**config.mk**
```make
export PLATFORM = sky130hd
export DESIGN_NAME = pr_release_queue
export DESIGN_NICKNAME = d
export VERILOG_FILES = /design/src/rtl/pr_release_queue.sv
export SDC_FILE = /design/constraint.sdc
export NUM_CORES = 2
export LEC_CHECK = 0
export BUFFER_PORTS_ARGS = -buffer_cell sky130_fd_sc_hd__buf_2
export CORE_MARGIN = 2
export CORE_UTILIZATION = 45
export CTS_CLUSTER_DIAMETER = 80
export DETAILED_ROUTE_END_ITERATION = 16
export PLACE_DENSITY = 0.68
export SYNTH_ARGS = -nofsm -noshare
export SYNTH_HDL_FRONTEND = slang
export SYNTH_SLANG_ARGS = --single-unit
```
**constraint.sdc**
```tcl
create_clock -name clk -period 7.1 [get_ports clk]
set_clock_uncertainty 0.1 [all_clocks]
set_input_delay 1.065 -clock clk [delete_from_list [all_inputs] [get_ports clk]]
set_output_delay 1.065 -clock clk [all_outputs]
set_load 0.1 [all_outputs]
```
**src/rtl/pr_release_queue.sv**
```systemverilog
// pr_release_queue
//   Commit-side source of freed physical registers. Rename pushes one record
//   {has_dest, old_pr} per renamed instruction, in program order. Retirement
//   pops records in order. The old_pr values of popped dest-writing records
//   are packed into registered lanes that feed the free list.
//
//   Ports
//     clk, rst_n               clock (rising edge), async active-low reset
//     stall                    freezes every register
//     flush, flush_pos         mispredict recovery; tail <= flush_pos
//     alloc_valid/has_dest     4 rename slots; old_pr_in0..3 = previous mappings
//     commit_cnt               instructions retiring this cycle (0..4)
//     free_pr_num_out0..3      packed freed PRs; unused lanes are 0
//     free_pr_cnt              number of valid lanes
//     tail_pos                 current tail, checkpointed by rename
//     queue_full/queue_empty   occupancy > DEPTH-4 / occupancy == 0
//     err_flag                 only when PR_RELEASE_CHECK_EN is defined:
//                              sticky over-commit / write-while-full flag
module pr_release_queue #(
  parameter int DEPTH = 64,
  parameter int PR_W  = 6,
  parameter int PTR_W = 7
) (
  input  logic             clk,
  input  logic             rst_n,
  input  logic             stall,
  input  logic             flush,
  input  logic [PTR_W-1:0] flush_pos,
  input  logic [3:0]       alloc_valid,
  input  logic [3:0]       alloc_has_dest,
  input  logic [PR_W-1:0]  old_pr_in0,
  input  logic [PR_W-1:0]  old_pr_in1,
  input  logic [PR_W-1:0]  old_pr_in2,
  input  logic [PR_W-1:0]  old_pr_in3,
  input  logic [2:0]       commit_cnt,
  output logic [PR_W-1:0]  free_pr_num_out0,
  output logic [PR_W-1:0]  free_pr_num_out1,
  output logic [PR_W-1:0]  free_pr_num_out2,
  output logic [PR_W-1:0]  free_pr_num_out3,
  output logic [2:0]       free_pr_cnt,
  output logic [PTR_W-1:0] tail_pos,
`ifdef PR_RELEASE_CHECK_EN
  output logic             err_flag,
`endif
  output logic             queue_full,
  output logic             queue_empty
);
  localparam int IDX_W = PTR_W - 1;

  logic [PTR_W-1:0]           head, tail, occ;
  logic [DEPTH-1:0]           rec_dest;
  logic [DEPTH-1:0][PR_W-1:0] rec_pr;
  logic [3:0][PR_W-1:0]       old_pr, pk_pr, out_pr;
  logic [3:0][2:0]            wr_off;
  logic [3:0][IDX_W-1:0]      wr_idx, rd_idx;
  logic [2:0]                 alloc_n, pop_n, pk_cnt, out_cnt;
  logic                       wr_en;

  assign old_pr[0] = old_pr_in0;
  assign old_pr[1] = old_pr_in1;
  assign old_pr[2] = old_pr_in2;
  assign old_pr[3] = old_pr_in3;

  // Wrap bit makes tail-head the true occupancy even across passes.
  assign occ         = tail - head;
  assign queue_full  = occ > PTR_W'(DEPTH - 4);
  assign queue_empty = (tail == head);
  assign tail_pos    = tail;
  assign wr_en       = !flush && !queue_full;

  // Compaction: each valid slot lands at tail + (valid slots before it).
  always_comb begin
    alloc_n = 3'd0;
    for (int i = 0; i < 4; i++) begin
      wr_off[i] = alloc_n;
      alloc_n   = alloc_n + {2'b0, alloc_valid[i]};
    end
  end

  for (genvar g = 0; g < 4; g++) begin : g_lane
    assign wr_idx[g] = tail[IDX_W-1:0] + IDX_W'(wr_off[g]);
    assign rd_idx[g] = head[IDX_W-1:0] + IDX_W'(g);
  end

  // Pop size clamped to pre-edge occupancy, so same-cycle writes never pop.
  always_comb begin
    pop_n = (commit_cnt > 3'd4) ? 3'd4 : commit_cnt;
    if (PTR_W'(pop_n) > occ) pop_n = occ[2:0];
  end

  // Pack has_dest records of the popped window into lanes in age order.
  always_comb begin
    pk_pr  = '0;
    pk_cnt = 3'd0;
    for (int j = 0; j < 4; j++) begin
      if (3'(j) < pop_n && rec_dest[rd_idx[j]]) begin
        pk_pr[pk_cnt[1:0]] = rec_pr[rd_idx[j]];
        pk_cnt             = pk_cnt + 3'd1;
      end
    end
  end

  always_ff @(posedge clk or negedge rst_n) begin
    if (!rst_n) begin
      head     <= '0;
      tail     <= '0;
      rec_dest <= '0;
      rec_pr   <= '0;
      out_pr   <= '0;
      out_cnt  <= 3'd0;
    end else if (!stall) begin
      head    <= head + PTR_W'(pop_n);
      out_pr  <= pk_pr;
      out_cnt <= pk_cnt;
      if (flush)
        tail <= flush_pos;
      else if (!queue_full)
        tail <= tail + PTR_W'(alloc_n);
      if (wr_en) begin
        for (int i = 0; i < 4; i++) begin
          if (alloc_valid[i]) begin
            rec_dest[wr_idx[i]] <= alloc_has_dest[i];
            rec_pr[wr_idx[i]]   <= alloc_has_dest[i] ? old_pr[i] : '0;
          end
        end
      end
    end
  end

  assign free_pr_num_out0 = out_pr[0];
  assign free_pr_num_out1 = out_pr[1];
  assign free_pr_num_out2 = out_pr[2];
  assign free_pr_num_out3 = out_pr[3];
  assign free_pr_cnt      = out_cnt;

`ifdef PR_RELEASE_CHECK_EN
  always_ff @(posedge clk or negedge rst_n) begin
    if (!rst_n)
      err_flag <= 1'b0;
    else if (!stall && ((PTR_W'(commit_cnt) > occ) || (|alloc_valid && queue_full)))
      err_flag <= 1'b1;
  end
`endif

endmodule
```
======== Word-level counts from Yosys, hierarchy flattened ========
Cells that the tools add are included.
word-level totals
  bits of input ports ..................... 46
  output and inout port bits .............. 36
  logic and storage cells ................. 216
  bits in registers ....................... 489
operators by class
  add/sub/neg operators ................... 15
  bitwise gates (word level) .............. 1
  reduce and logical (&&, ||, !) cells .... 16
  $lt $le $gt $ge ......................... 25
  eq/ne operators ......................... 2
  multiplexer cells ....................... 85
operators with widths
  operator                                                                count
  384-bit two-way mux                                                     10
  384-bit bitwise mux                                                     4
  64-bit two-way mux                                                      10
  64-bit bitwise mux                                                      4
  6-bit binary-select mux with 6-bit select                               4
  6-bit demux with 6-bit select                                           4
  6-bit two-way mux                                                       16
  24-bit bitwise mux                                                      3
  24-bit two-way mux                                                      3
  6-bit by 7-bit < comparator with 1-bit output (second input constant)   8
  6-bit demux with 2-bit select                                           3
  1-bit binary-select mux with 6-bit select                               4
  1-bit demux with 6-bit select                                           4
  6-bit by 1-bit >= comparator with 1-bit output (second input constant)  4
  3-bit two-way mux                                                       5
  7-bit by 3-bit adder with 7-bit output                                  2
  7-bit two-way mux                                                       2
  6-bit by 2-bit adder with 6-bit output (second input constant)          2
  1-bit logical AND                                                       12
  3-bit by 1-bit adder with 3-bit output (second input constant)          3
  2-bit by 3-bit < comparator with 1-bit output (second input constant)   3
  1-bit two-way mux                                                       9
  7-bit equality test                                                     1
  3-bit by 7-bit greater-than comparator with 1-bit output                1
  other kinds (17)                                                        23

======== Logic depth before layout (Yosys ltp) ========
  word-level depth ........................ 18
  mapped depth ............................ 25
  mapped depth without buffers ............ 23

======== Worst setup path before layout ========
OpenSTA, ideal clock, no wires.
  kind .................................... register -> register
  from .................................... register head[1]
  to ...................................... register out_pr (netlist bit free_pr_num_out2[0])
  setup slack ............................. 0.738 ns
  required time ........................... 6.909 ns
  path buffers ............................ 6
  cell stages (with the launch flop) ...... 24
  clock period less this slack ............ 6.362 ns
  arrival time ............................ 6.171 ns
  setup time .............................. 0.091 ns
  cell sequence ........................... dfrtp_1 clkbuf_1 clkbuf_1 clkbuf_1 buf_1 inv_1 fa_1 inv_1 ha_1 nor2b_1 a2bb2oi_1 maj3_1 and3_1 a211o_1 o221ai_1 ha_1 xnor2_1 inv_1 ha_1 or3b_1 buf_4 or4b_1 buf_2 o221ai_1
on the way
  longest elaborated chain between the ends .. 16
  elaborated cells between the ends (all ways) .. 54
  those cells by class .................... add/sub (6); order compare (11); mux (30); reduce/logical (7)
ends and longest elaborated chain
  element                                                                                      line    text
  start: declaration                                                                           50      logic [PTR_W-1:0] head, tail, occ;
  start signal: assignment                                                                     112     head <= head + PTR_W'(pop_n);
  7-bit subtractor                                                                             65      assign occ = tail - head;
  3-bit by 7-bit greater-than comparator with 1-bit output                                     88      if (PTR_W'(pop_n) > occ) pop_n = occ[2:0];
  3-bit two-way mux                                                                            88
  1-bit by 3-bit < comparator with 1-bit output                                                96      if (3'(j) < pop_n && rec_dest[rd_idx[j]]) begin
  1-bit logical AND                                                                            96
  1-bit two-way mux                                                                            96
  3-bit by 1-bit adder with 3-bit output (tied with other cells)                               98      pk_cnt = pk_cnt + 3'd1;
  3-bit two-way mux or 1-bit logical AND (tied branches)                                       96, 97
  3-bit by 1-bit adder with 3-bit output (tied with other cells)                               98
  3-bit two-way mux (tied with other cells)                                                    96
  2-bit by 3-bit < comparator with 1-bit output (not written as such) (tied with other cells)  97      pk_pr[pk_cnt[1:0]] = rec_pr[rd_idx[j]];
  1-bit logical AND (not written as such) (tied with other cells)                              97
  6-bit two-way mux (not written as such) or 24-bit bitwise mux (tied branches)                97
  6-bit demux with 2-bit select or 24-bit two-way mux (tied branches)                          97, 96
  24-bit bitwise mux                                                                           97
  24-bit two-way mux *                                                                         96
  end signal: assignment                                                                       113     out_pr <= pk_pr;
  end: declaration                                                                             53      logic [3:0][PR_W-1:0] old_pr, pk_pr, out_pr;
Mark *: on every way between the ends. The rest lies on a longest branch, timed or not. The select of a mux whose other input is x is not followed.
A chain may end at the register's enable or synchronous reset.

======== Final worst setup path ========
Same ends and word-level chain as after synthesis.

==> results.toml <==
[routing]
ant_nets = 0
totalWireLength_mm = 279.0
wl_per_cell_um = 36.70
drtIter0Drc = 10510
drc = 0
vias = 57490
firstDrtPassIters = 10
viasPerCell = 7.562

[synthesis]
synthSimpleGateAreaFrac_pct = 15.94
ys_async_sr_fraction_pct = 100.0
yosys.area_share.adder_pct = 1.109
synth_cells = 6386
synthMuxAreaShare_pct = 29.23
ys_ff_latch = 489
synth_ff_type = "dfrtp_1"
synth-xor-area-share_pct = 0.7436
yosys_warnings = 0
seq_area_frac_synth_pct = 23.09
synth_compound_area_share_pct = 24.45
synth_cell_types = 73
synth_nets = 6474
synth_top_family_by_area = "multiplexers"
syn_area_per_cell_um2 = 8.300
syn-cell-area_um2 = 53000
synth_edf_count = 0

[clock_network]
ctsResizeCount = 0
cts_sinks = 489
post-cts-setup-buffer-count = 0
root_buffer = "clkbuf_16"
clk_latency_ns = 0.69
cts_tree = "yes"
clk_transition_reported_paths_ns = 0.06
cts_max_level = 3
ctsHoldBuffers = 0
clock_path_buffers = 3
numCtsBuffers = 71

[final_layout]
final_area_um2 = 56620
final_nets = 6094
area_growth_pct = 6.827
finalCoreUtilization_pct = 48.60
layout-drive-gt1-share_pct = 17.14

[placement]
place.gp.congestion = 1.113
dpl.hpwl_mm = 187.6
portBuffers = 81
dpl_cell_area_um2 = 54200

[timing]
finalSetupTns_ns = 0
grt_setup_unrepaired = "false"
fmax_mhz = 163.1
finalCritPeriodShare_pct = 86.35
hold_viol_final = 0
tightest_slew_ns = 1.588
final_max_slew_viol_count = 20
period_needed_ns = 6.131
setup_viol = 0
max_slew_margin_pct = -6.412

[power_and_ir_drop]
leakagePower_uw = 0.02108
power_per_cell_area_nw_per_um2 = 503.0
max-vdd-ir-drop_v = 0.0006732

[setup_path]
cp_data_required_time_ns = 7.58
critPathLaunchType = "register"
reg2reg_slack_ns = 0.97
worstRegToRegCells = 18
worst-path-max-fanout = 29
end_kind = "register"
worstPathArrival_ns = 6.61
worstSetupPathType = "register to register"
reg2reg_to = "free_pr_num_out2[0]"
r2r_start = "head[1]"

[status]
violations = "capacitance limit, slew limit"
status = "finished with violations"

[global_route]
grt_max_degree = 143
gr-total-overflow = 0
grt_pass1_vias = 50970
grt_pass1_wl_mm = 391.1
antenna_found_initial = 31
grt_usage_pct = 45.10

[floorplanning]
ios = 82
die_w_um = 347.2
num_rows = 125
die_area_um2 = 120500
die_h_um = 347.2
core-area_um2 = 116500
initial_core_util_pct = 45.49

[run]
max_cap_violations = 3

[hold_path]
hold_class = "input port to async pin"
[cells in the final DEF, fill, tap and decap left out, drive strengths merged, types with 6 or more instances in the layout]
| cell type | Yosys | routed |
|---|---|---|
| a211o | 12 | 12 |
| a211oi | 150 | 150 |
| a21o | 65 | 65 |
| a21oi | 205 | 205 |
| a22oi | 6 | 6 |
| a31oi | 25 | 25 |
| a32oi | 10 | 10 |
| and2 | 39 | 39 |
| and3 | 17 | 17 |
| buf | 98 | 245 |
| clkbuf | 600 | 108 |
| clkinv | 0 | 14 |
| dfrtp | 489 | 489 |
| diode | 0 | 16 |
| fa | 7 | 7 |
| ha | 35 | 35 |
| inv | 30 | 33 |
| mux2 | 100 | 100 |
| mux2i | 333 | 333 |
| mux4 | 490 | 490 |
| nand2 | 1351 | 1351 |
| nand2b | 20 | 20 |
| nand3 | 127 | 127 |
| nand3b | 6 | 6 |
| nand4 | 23 | 23 |
| nor2 | 349 | 349 |
| nor2b | 14 | 14 |
| nor3 | 61 | 61 |
| nor4 | 8 | 8 |
| o211a | 24 | 24 |
| o211ai | 513 | 513 |
| o21ai | 977 | 977 |
| o221ai | 25 | 25 |
| o22ai | 13 | 13 |
| o31ai | 35 | 35 |
| or2 | 6 | 6 |
| or3 | 15 | 15 |
| xnor2 | 34 | 34 |
| xor2 | 11 | 11 |
[metal layers]
metal / GRT usage, % / share of wire (%)
met1: 56.52 / 35
met2: 59.96 / 39
met3: 20.02 / 17
met4: 35.17 / 9.5
met5: 0 / 0.10
[worst max-delay path, cell delays in order, from the launching register on]
cell,delay (ns)
dfrtp_4,0.72
inv_1,0.08
buf_4,0.21
fa_1,0.51
inv_1,0.08
ha_1,0.32
nor2b_1,0.14
a2bb2oi_1,0.14
maj3_1,0.34
and3_1,0.19
a211o_1,0.33
o221ai_1,0.74
ha_1,0.42
xnor2_1,0.30
inv_1,0.11
ha_1,0.20
or3b_1,0.28
or4b_1,0.58
o221ai_1,0.22
[layout make-up]
cell class	instances	area [um^2]
clock inverters	21	220.2
repair buffers	245	1749
diodes	16	40.04
inverters	30	112.6
well taps	1524	1907
fillers	10860	59890
clock buffers	108	2162
multi-input cells	5169	38190
flip-flops and latches	489	12250
[cell families after synthesis]
logic type / count (synthesis)
AND/OR/NAND/NOR: 2057
multiplexers: 923
XOR/XNOR: 45
flip-flops: 489
AO/OA/AOI/OAI: 2101
adder cells (fa/ha/maj): 43
buffers and inverters: 728
[power by group]
group | total (uW) | internal [uW] | switching (uW)
clock | 3760 | 2210 | 1550
combinational | 18900 | 7100 | 11800
sequential | 5780 | 3640 | 2130
total | 28500 | 13000 | 15500
[worst max-delay path by stage]
stage,cells past startpoint,slack [ns],startpoint,end
finish,18,0.97,head[1],free_pr_num_out2[0]
global route,18,0.69,head[1],free_pr_num_out2[3]
CTS,18,1.13,head[1],free_pr_num_out2[1]
detailed placement,18,1.15,head[1],free_pr_num_out2[1]
global placement,18,1.15,head[1],free_pr_num_out2[1]
floorplan,23,0.74,head[1],free_pr_num_out2[0]
[state kept, by name, summed over array words and instances (netlist names)]
signal	flops
tail_pos	7
head	7
rec_pr	384
rec_dest	64
free_pr_num_out2	6
free_pr_num_out1	6
free_pr_num_out3	6
free_pr_cnt	3
free_pr_num_out0	6
[Yosys cell counts (7+ instances only)]
cell type,instances,area (um^2)
nand2_1,1351,5071
o21ai_0,976,4885
clkbuf_1,600,2252
o211ai_1,513,3851
mux4_2,490,11040
dfrtp_1,489,12240
nor2_1,349,1310
mux2i_1,333,3333
a21oi_1,204,1021
a211oi_1,150,1126
nand3_1,127,635.6
mux2_2,100,1126
a21o_1,65,488.0
nor3_1,61,305.3
buf_2,46,230.2
and2_1,38,237.7
ha_1,35,437.9
o31ai_1,35,262.8
xnor2_1,34,297.8
buf_1,33,123.9
inv_1,29,108.9
a31oi_1,25,156.4
o221ai_1,25,219.0
o211a_1,24,240.2
nand4_1,23,143.9
nand2b_1,20,125.1
and3_1,17,106.4
or3_1,15,93.84
nor2b_1,14,87.58
buf_4,13,97.59
o22ai_1,13,81.33
a211o_1,12,105.1
xor2_1,11,96.34
a32oi_1,10,87.58
fa_1,7,140.1
nor4_1,7,43.79
[stage by stage]
stage | setup slack [ns] | cells | power [uW] | hold slack, ns
after floorplan | 0.7384 | 6386 | 17370 | 0.3648
final | 0.9690 | 7602 | 28480 | 0.2947
after global routing | 0.6892 | 7588 | 29330 | 0.3493
after CTS | 1.126 | 7586 | 27500 | 0.3225
after detailed placement | 1.153 | 7457 | 23710 | 0.3675
after global placement | 1.155 | 7457 | 23500 | 0.3618
No activity file was read; power rests on OpenSTA's default activity.
